<file path="config.mk">
export PLATFORM = sky130hd
export DESIGN_NAME = vertex_rotate_y
export DESIGN_NICKNAME = d
export VERILOG_FILES = /design/src/rtl/vertex_pkg.sv /design/src/rtl/fixdiv_scale.sv /design/src/rtl/vertex_rotate_y.sv
export SDC_FILE = /design/constraint.sdc
export NUM_CORES = 1
export LEC_CHECK = 0
export CAP_MARGIN = 20
export CELL_PAD_IN_SITES_DETAIL_PLACEMENT = 0
export CELL_PAD_IN_SITES_GLOBAL_PLACEMENT = 1
export CORE_UTILIZATION = 40
export DETAILED_ROUTE_END_ITERATION = 8
export PLACE_DENSITY = 0.68
export SYNTH_ARGS = -nofsm -noshare
export SYNTH_HDL_FRONTEND = slang
export SYNTH_SLANG_ARGS = --single-unit
</file>
<file path="constraint.sdc">
create_clock -name clk -period 21.6 [get_ports clk]
set_input_delay 5.4 -clock clk [delete_from_list [all_inputs] [get_ports clk]]
set_output_delay 5.4 -clock clk [all_outputs]
set_load 0.03 [all_outputs]
</file>
<file path="src/rtl/vertex_pkg.sv">
// Shared constants and FSM state encoding for the Y-axis vertex rotator.
// Sin/cos are fixed-point values scaled by 10^PRECISION.
package vertex_pkg;

    localparam int PRECISION = 6;
    localparam int SCALE     = 1000000;
    localparam int HALF      = 500000;

    localparam int COORD_W   = 11;
    localparam int OUT_W     = 12;
    localparam int TRIG_W    = 21;
    localparam int PROD_W    = COORD_W + TRIG_W;
    localparam int ACC_W     = 34;

    typedef enum logic [2:0] {
        IDLE,
        MUL,
        DIV_X,
        DIV_Z,
        OUT
    } state_t;

endpackage

</file>
<file path="src/rtl/fixdiv_scale.sv">
// Restoring divider: computes round(|dividend| / SCALE) with the dividend's sign.
// Produces one quotient bit per cycle, MSB first, over OUT_W-1 cycles.
module fixdiv_scale
    import vertex_pkg::*;
(
    input  logic                    clk,
    input  logic                    reset,
    input  logic                    start,
    input  logic signed [ACC_W-1:0] dividend,
    output logic                    busy,
    output logic                    done,
    output logic signed [OUT_W-1:0] quotient
);

    localparam int Q_W = OUT_W - 1;

    logic [ACC_W-1:0] abs_div;
    logic [ACC_W-1:0] rem;
    logic [ACC_W-1:0] dsh;
    logic [ACC_W-1:0] rem_next;
    logic [Q_W-2:0]   q;
    logic [Q_W-1:0]   q_next;
    logic [3:0]       cnt;
    logic             neg;
    logic             ge;
    logic [OUT_W-1:0] mag;

    assign abs_div  = dividend[ACC_W-1] ? ACC_W'(-dividend) : ACC_W'(dividend);

    // Divisor aligned to the quotient bit under test in this cycle.
    assign dsh      = ACC_W'(SCALE) << (4'(Q_W - 1) - cnt);
    assign ge       = (rem >= dsh);
    assign rem_next = ge ? (rem - dsh) : rem;
    assign q_next   = {q, ge};

    assign done     = busy && (cnt == 4'(Q_W - 1));
    assign mag      = {1'b0, q_next};
    assign quotient = neg ? -$signed(mag) : $signed(mag);

    always_ff @(posedge clk) begin
        if (reset) begin
            busy <= 1'b0;
        end else if (start) begin
            busy <= 1'b1;
        end else if (done) begin
            busy <= 1'b0;
        end
    end

    // A start coinciding with the final iteration reloads for the next operand;
    // the finishing quotient is still visible combinationally that cycle.
    always_ff @(posedge clk) begin
        if (start) begin
            rem <= abs_div + ACC_W'(HALF);
            q   <= '0;
            cnt <= '0;
            neg <= dividend[ACC_W-1];
        end else if (busy) begin
            rem <= rem_next;
            q   <= q_next[Q_W-2:0];
            cnt <= cnt + 4'd1;
        end
    end

endmodule

</file>
<file path="src/rtl/vertex_rotate_y.sv">
// Rotates a vertex about the Y axis using one shared multiplier and a
// serial divider: x' = x*cos + z*sin, z' = z*cos - x*sin.
module vertex_rotate_y
    import vertex_pkg::*;
(
    input  logic                      clk,
    input  logic                      reset,
    input  logic                      in_valid,
    output logic                      in_ready,
    input  logic signed [COORD_W-1:0] x_in,
    input  logic signed [COORD_W-1:0] y_in,
    input  logic signed [COORD_W-1:0] z_in,
    input  logic signed [31:0]        sin_in,
    input  logic signed [31:0]        cos_in,
    output logic                      out_valid,
    input  logic                      out_ready,
    output logic signed [OUT_W-1:0]   x_out,
    output logic signed [OUT_W-1:0]   y_out,
    output logic signed [OUT_W-1:0]   z_out
);

    function automatic logic signed [TRIG_W-1:0] clamp_trig(input logic signed [31:0] v);
        if (v > SCALE) begin
            return TRIG_W'(SCALE);
        end else if (v < -SCALE) begin
            return TRIG_W'(-SCALE);
        end else begin
            return TRIG_W'(v);
        end
    endfunction

    state_t                     state;
    logic [1:0]                 mul_step;
    logic signed [COORD_W-1:0]  x_r, y_r, z_r;
    logic signed [TRIG_W-1:0]   sin_r, cos_r;
    logic signed [ACC_W-1:0]    acc_x, acc_z;

    logic signed [COORD_W-1:0]  mul_a;
    logic signed [TRIG_W-1:0]   mul_b;
    logic signed [PROD_W-1:0]   prod;
    logic signed [ACC_W-1:0]    prod_ext;

    logic                       accept;
    logic                       div_start;
    logic signed [ACC_W-1:0]    div_dividend;
    logic                       div_busy;
    logic                       div_done;
    logic                       div_fin;
    logic signed [OUT_W-1:0]    div_quot;

    assign accept = (state == IDLE) && in_valid && in_ready;

    // Step order: x*cos, z*sin, z*cos, x*sin.
    assign mul_a    = (mul_step[0] ^ mul_step[1]) ? z_r : x_r;
    assign mul_b    = mul_step[0] ? sin_r : cos_r;
    assign prod     = mul_a * mul_b;
    assign prod_ext = {{(ACC_W - PROD_W){prod[PROD_W-1]}}, prod};

    // acc_x is final after step 1 and acc_z after step 3, so each divide
    // is launched in the cycle before its DIV state begins.
    assign div_start    = ((state == MUL) && (mul_step == 2'd3)) ||
                          ((state == DIV_X) && div_fin);
    assign div_dividend = (state == MUL) ? acc_x : acc_z;
    assign div_fin      = div_busy && div_done;

    fixdiv_scale u_div (
        .clk      (clk),
        .reset    (reset),
        .start    (div_start),
        .dividend (div_dividend),
        .busy     (div_busy),
        .done     (div_done),
        .quotient (div_quot)
    );

    always_ff @(posedge clk) begin
        if (accept) begin
            x_r   <= x_in;
            y_r   <= y_in;
            z_r   <= z_in;
            sin_r <= clamp_trig(sin_in);
            cos_r <= clamp_trig(cos_in);
        end
        if (state == MUL) begin
            case (mul_step)
                2'd0:    acc_x <= prod_ext;
                2'd1:    acc_x <= acc_x + prod_ext;
                2'd2:    acc_z <= prod_ext;
                default: acc_z <= acc_z - prod_ext;
            endcase
        end
    end

    always_ff @(posedge clk) begin
        if (reset) begin
            state     <= IDLE;
            mul_step  <= 2'd0;
            in_ready  <= 1'b1;
            out_valid <= 1'b0;
            x_out     <= '0;
            y_out     <= '0;
            z_out     <= '0;
        end else begin
            case (state)
                IDLE: begin
                    if (accept) begin
                        state    <= MUL;
                        mul_step <= 2'd0;
                        in_ready <= 1'b0;
                    end
                end
                MUL: begin
                    mul_step <= mul_step + 2'd1;
                    if (mul_step == 2'd3) begin
                        state <= DIV_X;
                    end
                end
                DIV_X: begin
                    if (div_fin) begin
                        x_out <= div_quot;
                        state <= DIV_Z;
                    end
                end
                DIV_Z: begin
                    if (div_fin) begin
                        z_out     <= div_quot;
                        y_out     <= {y_r[COORD_W-1], y_r};
                        out_valid <= 1'b1;
                        state     <= OUT;
                    end
                end
                OUT: begin
                    if (out_ready) begin
                        out_valid <= 1'b0;
                        in_ready  <= 1'b1;
                        state     <= IDLE;
                    end
                end
                default: begin
                    state     <= IDLE;
                    in_ready  <= 1'b1;
                    out_valid <= 1'b0;
                end
            endcase
        end
    end

endmodule

</file>
==> out/qor.tcl <==
set qor(start_kind) {flop}
set qor(worstSkewPairLatency_ns) 0.61
set qor(critPathKind) {flop to flop}
set qor(maxClockFrequency_mhz) 92.4
set qor(critPathCaptureType) {flop}
set qor(first_global_vias) 19800
set qor(mappedNetlistNets) 3201
set qor(place.port_buffers) 138
set qor(design.final.nets) 3291
set qor(fill_cells) 5824
set qor(fin_crit_ns) 10.83
set qor(die_w_um) 249
set qor(cp_slowest_stage_delay_ns) 0.81
set qor(layout_common_cells) {inv_1, nand2_1, nor2_1, fa_1, edfxtp_1}
set qor(post_cts.repair.setup_buffers) 0
set qor(via_per_inst) 5.29
set qor(finClkSkew_ns) 0.0158
set qor(antenna_found_initial) 0
set qor(ctsHoldBuffers) 0
set qor(critPathSlowestCell) {mux2i_1}
set qor(clock_tree_from_tritoncts) {done}
set qor(area_enclosed_by_the_die_boundary_um2) 62200
set qor(netlist-cell-type-count) 95
set qor(cts.path.max_buffers) 3
set qor(drt-wirelength-per-cell_um) 17.2
set qor(fp-row-count) 90
set qor(worst-path-max-fanout) 45
set qor(design.portCount) 139
set qor(rsz0062_at_grt) {no}
set qor(antennaDiodeCount) 0
set qor(post_synth_instance_area_um2) 24500
set qor(global_route.overflow_total) 0
set qor(drt_pass_1_iters) 5
set qor(via_count) 19100
set qor(grt_pass1_wl_um) 102000
set qor(area_used_by_multi_input_combinational_logic_um2) 16600
set qor(post_route_cells_drive_above_1_share_pct) 5.64
set qor(sequential_cell_area_um2) 6310
set qor(cts_htree_levels) 1
set qor(max-cap-violations) 0
set qor(place.detailed.hpwl_um) 50000
set qor(run_status) {complete, no violations}
set qor(synth-edff-count) 172
set qor(design.core.area_um2) 60400
set qor(worst-slew-pin-transition_ns) 1.02
set qor(grt_start_max_net_pins) 69
set qor(setup_tns_ns) 0
set qor(cts_repair_resize_count) 0
set qor(synthToLayoutAreaGrowth_pct) 13.1
set qor(floorplan.initialDensity_pct) 40.5
set qor(yosys_register_bits) 229
set qor(cts_inserted_buffers) 30
set qor(gpl.final_weighted_congestion) 0.866
set qor(required_ns) 21.94
set qor(drt_iter0_drc) 812
set qor(max_slew_vio_count) 0
set qor(final_min_period_over_clock_period_pct) 50.1
set qor(clock_transition_at_the_registers_of_the_reported_paths_ns) 0.06
set qor(drt_wl_total_um) 62200
set qor(postSynth.topFlopCell) {edfxtp_1}
set qor(avgSynthCellArea_um2) 8.97
set qor(globalRouteTotalUtil_pct) 20.2
set qor(worst_path_dominant_cell_family) {adder cells}
set qor(async_set_or_reset_flop_fraction_in_the_synthesized_netlist_pct) 0
set qor(clock_sinks) 229
set qor(timing.hold.worst.class) {flop to flop}
set qor(timing.final.setup_violations) 0
set qor(timing.slew.headroom_pct) 30.3
set qor(gate_count_of_the_mapped_netlist) 2727
set qor(synth.yosys.warnings) 0
set qor(worst_path_most_repeated_cell) {inv_1}
set qor(cp_data_arrival_time_ns) 11.17
set qor(die_extent_in_y_um) 249
set qor(antenna_left) 0
set qor(timing.final.hold_violations) 0
set qor(ys_seq_area_share_pct) 25.8
set qor(cts.root.buffer_cell) {clkbuf_16}
set qor(layout_commonest_cell) {inv_1}
set qor(cp.buffers_inverters) 8
set qor(number_of_design_rule_violations_left_after_detail_routing) 0
==> cell families after synthesis <==
| group | after synthesis | share of synthesized area (%) |
|---|---|---|
| simple gates | 843 | 15.7 |
| buf+inv | 433 | 6.75 |
| compound gates | 550 | 14.5 |
| mux | 110 | 4.72 |
| fa+ha+maj | 385 | 26.0 |
| xor+xnor | 177 | 6.51 |
| flops | 229 | 25.8 |
==> synthesized netlist by cell type, types with 28 or more instances <==
library cell  number  area, µm²
a21o_1            53        398
o21ai_0          109        546
xor2_1            53        464
edfxtp_1         172       5160
a21oi_1          158        791
mux2i_1           72        721
o21a_1            28        210
mux2_2            35        394
nor3_1            54        270
nor2_1           277       1040
xnor2_1          121       1060
clkbuf_1          80        300
a211oi_1          30        225
inv_1            321       1200
nand2_1          295       1110
ha_1             164       2050
fa_1             209       4180
dfxtp_1           57       1140
==> sequential cells by signal, indices dropped and copies added, names as in the netlist <==
signal / count
acc_x: 34
acc_z: 34
cos_r: 21
in_ready: 1
mul_step: 2
out_valid: 1
sin_r: 21
state: 3
u_div.busy: 1
u_div.cnt: 4
u_div.neg: 1
u_div.q: 10
u_div.rem: 28
x_out: 12
x_r: 11
y_out: 11
y_r: 11
z_out: 12
z_r: 11
==> tightest hold or removal path, cell delays in order, from the launching register on <==
cell	delay, ns
dfxtp_1	0.30
nand2_1	0.05
a21oi_1	0.05
==> layer usage <==
| layer | global-route usage [%] | wire length [µm] |
|---|---|---|
| met1 | 25.4 | 27700 |
| met2 | 35.5 | 30000 |
| met3 | 2.01 | 1970 |
| met4 | 7.64 | 2540 |
| met5 | 0 | 0 |
==> stage by stage <==
stage               utilization (%)  std cells  hold WS (ns)  area, µm²  setup WS (ns)
floorplan                         -       2727         0.471      24500          10.30
global placement               44.2       3564         0.441      26600          10.80
detailed placement             44.2       3565         0.448      26700          10.86
CTS                            45.8       3618         0.456      27700          10.83
global route                   45.8       3620         0.470      27700          10.15
finish                         45.8       3620         0.455      27700          10.77
==> worst paths after layout <==
check / startpoint / endpoint / cells after the start / slack, ns
setup / recovery: mul_step[0] / acc_z[29] / 38 / 10.77
hold / removal: y_out[4] / y_out[4] / 2 / 0.46
setup reg to reg: mul_step[0] / acc_z[29] / 38 / 10.77
hold reg to reg: y_out[4] / y_out[4] / 2 / 0.46
==> area by class of cell <==
type | instances | share of cell area (%)
inverter | 323 | 4.38
sequential | 229 | 22.8
multi-input combinational | 2065 | 59.9
timing repair buffer | 168 | 5.78
clock buffer | 40 | 3.07
clock inverter | 13 | 0.543
tap | 782 | 3.54
Power is not shown: default switching activity piles up to over one toggle a cycle in this logic, so the estimate is an artifact.
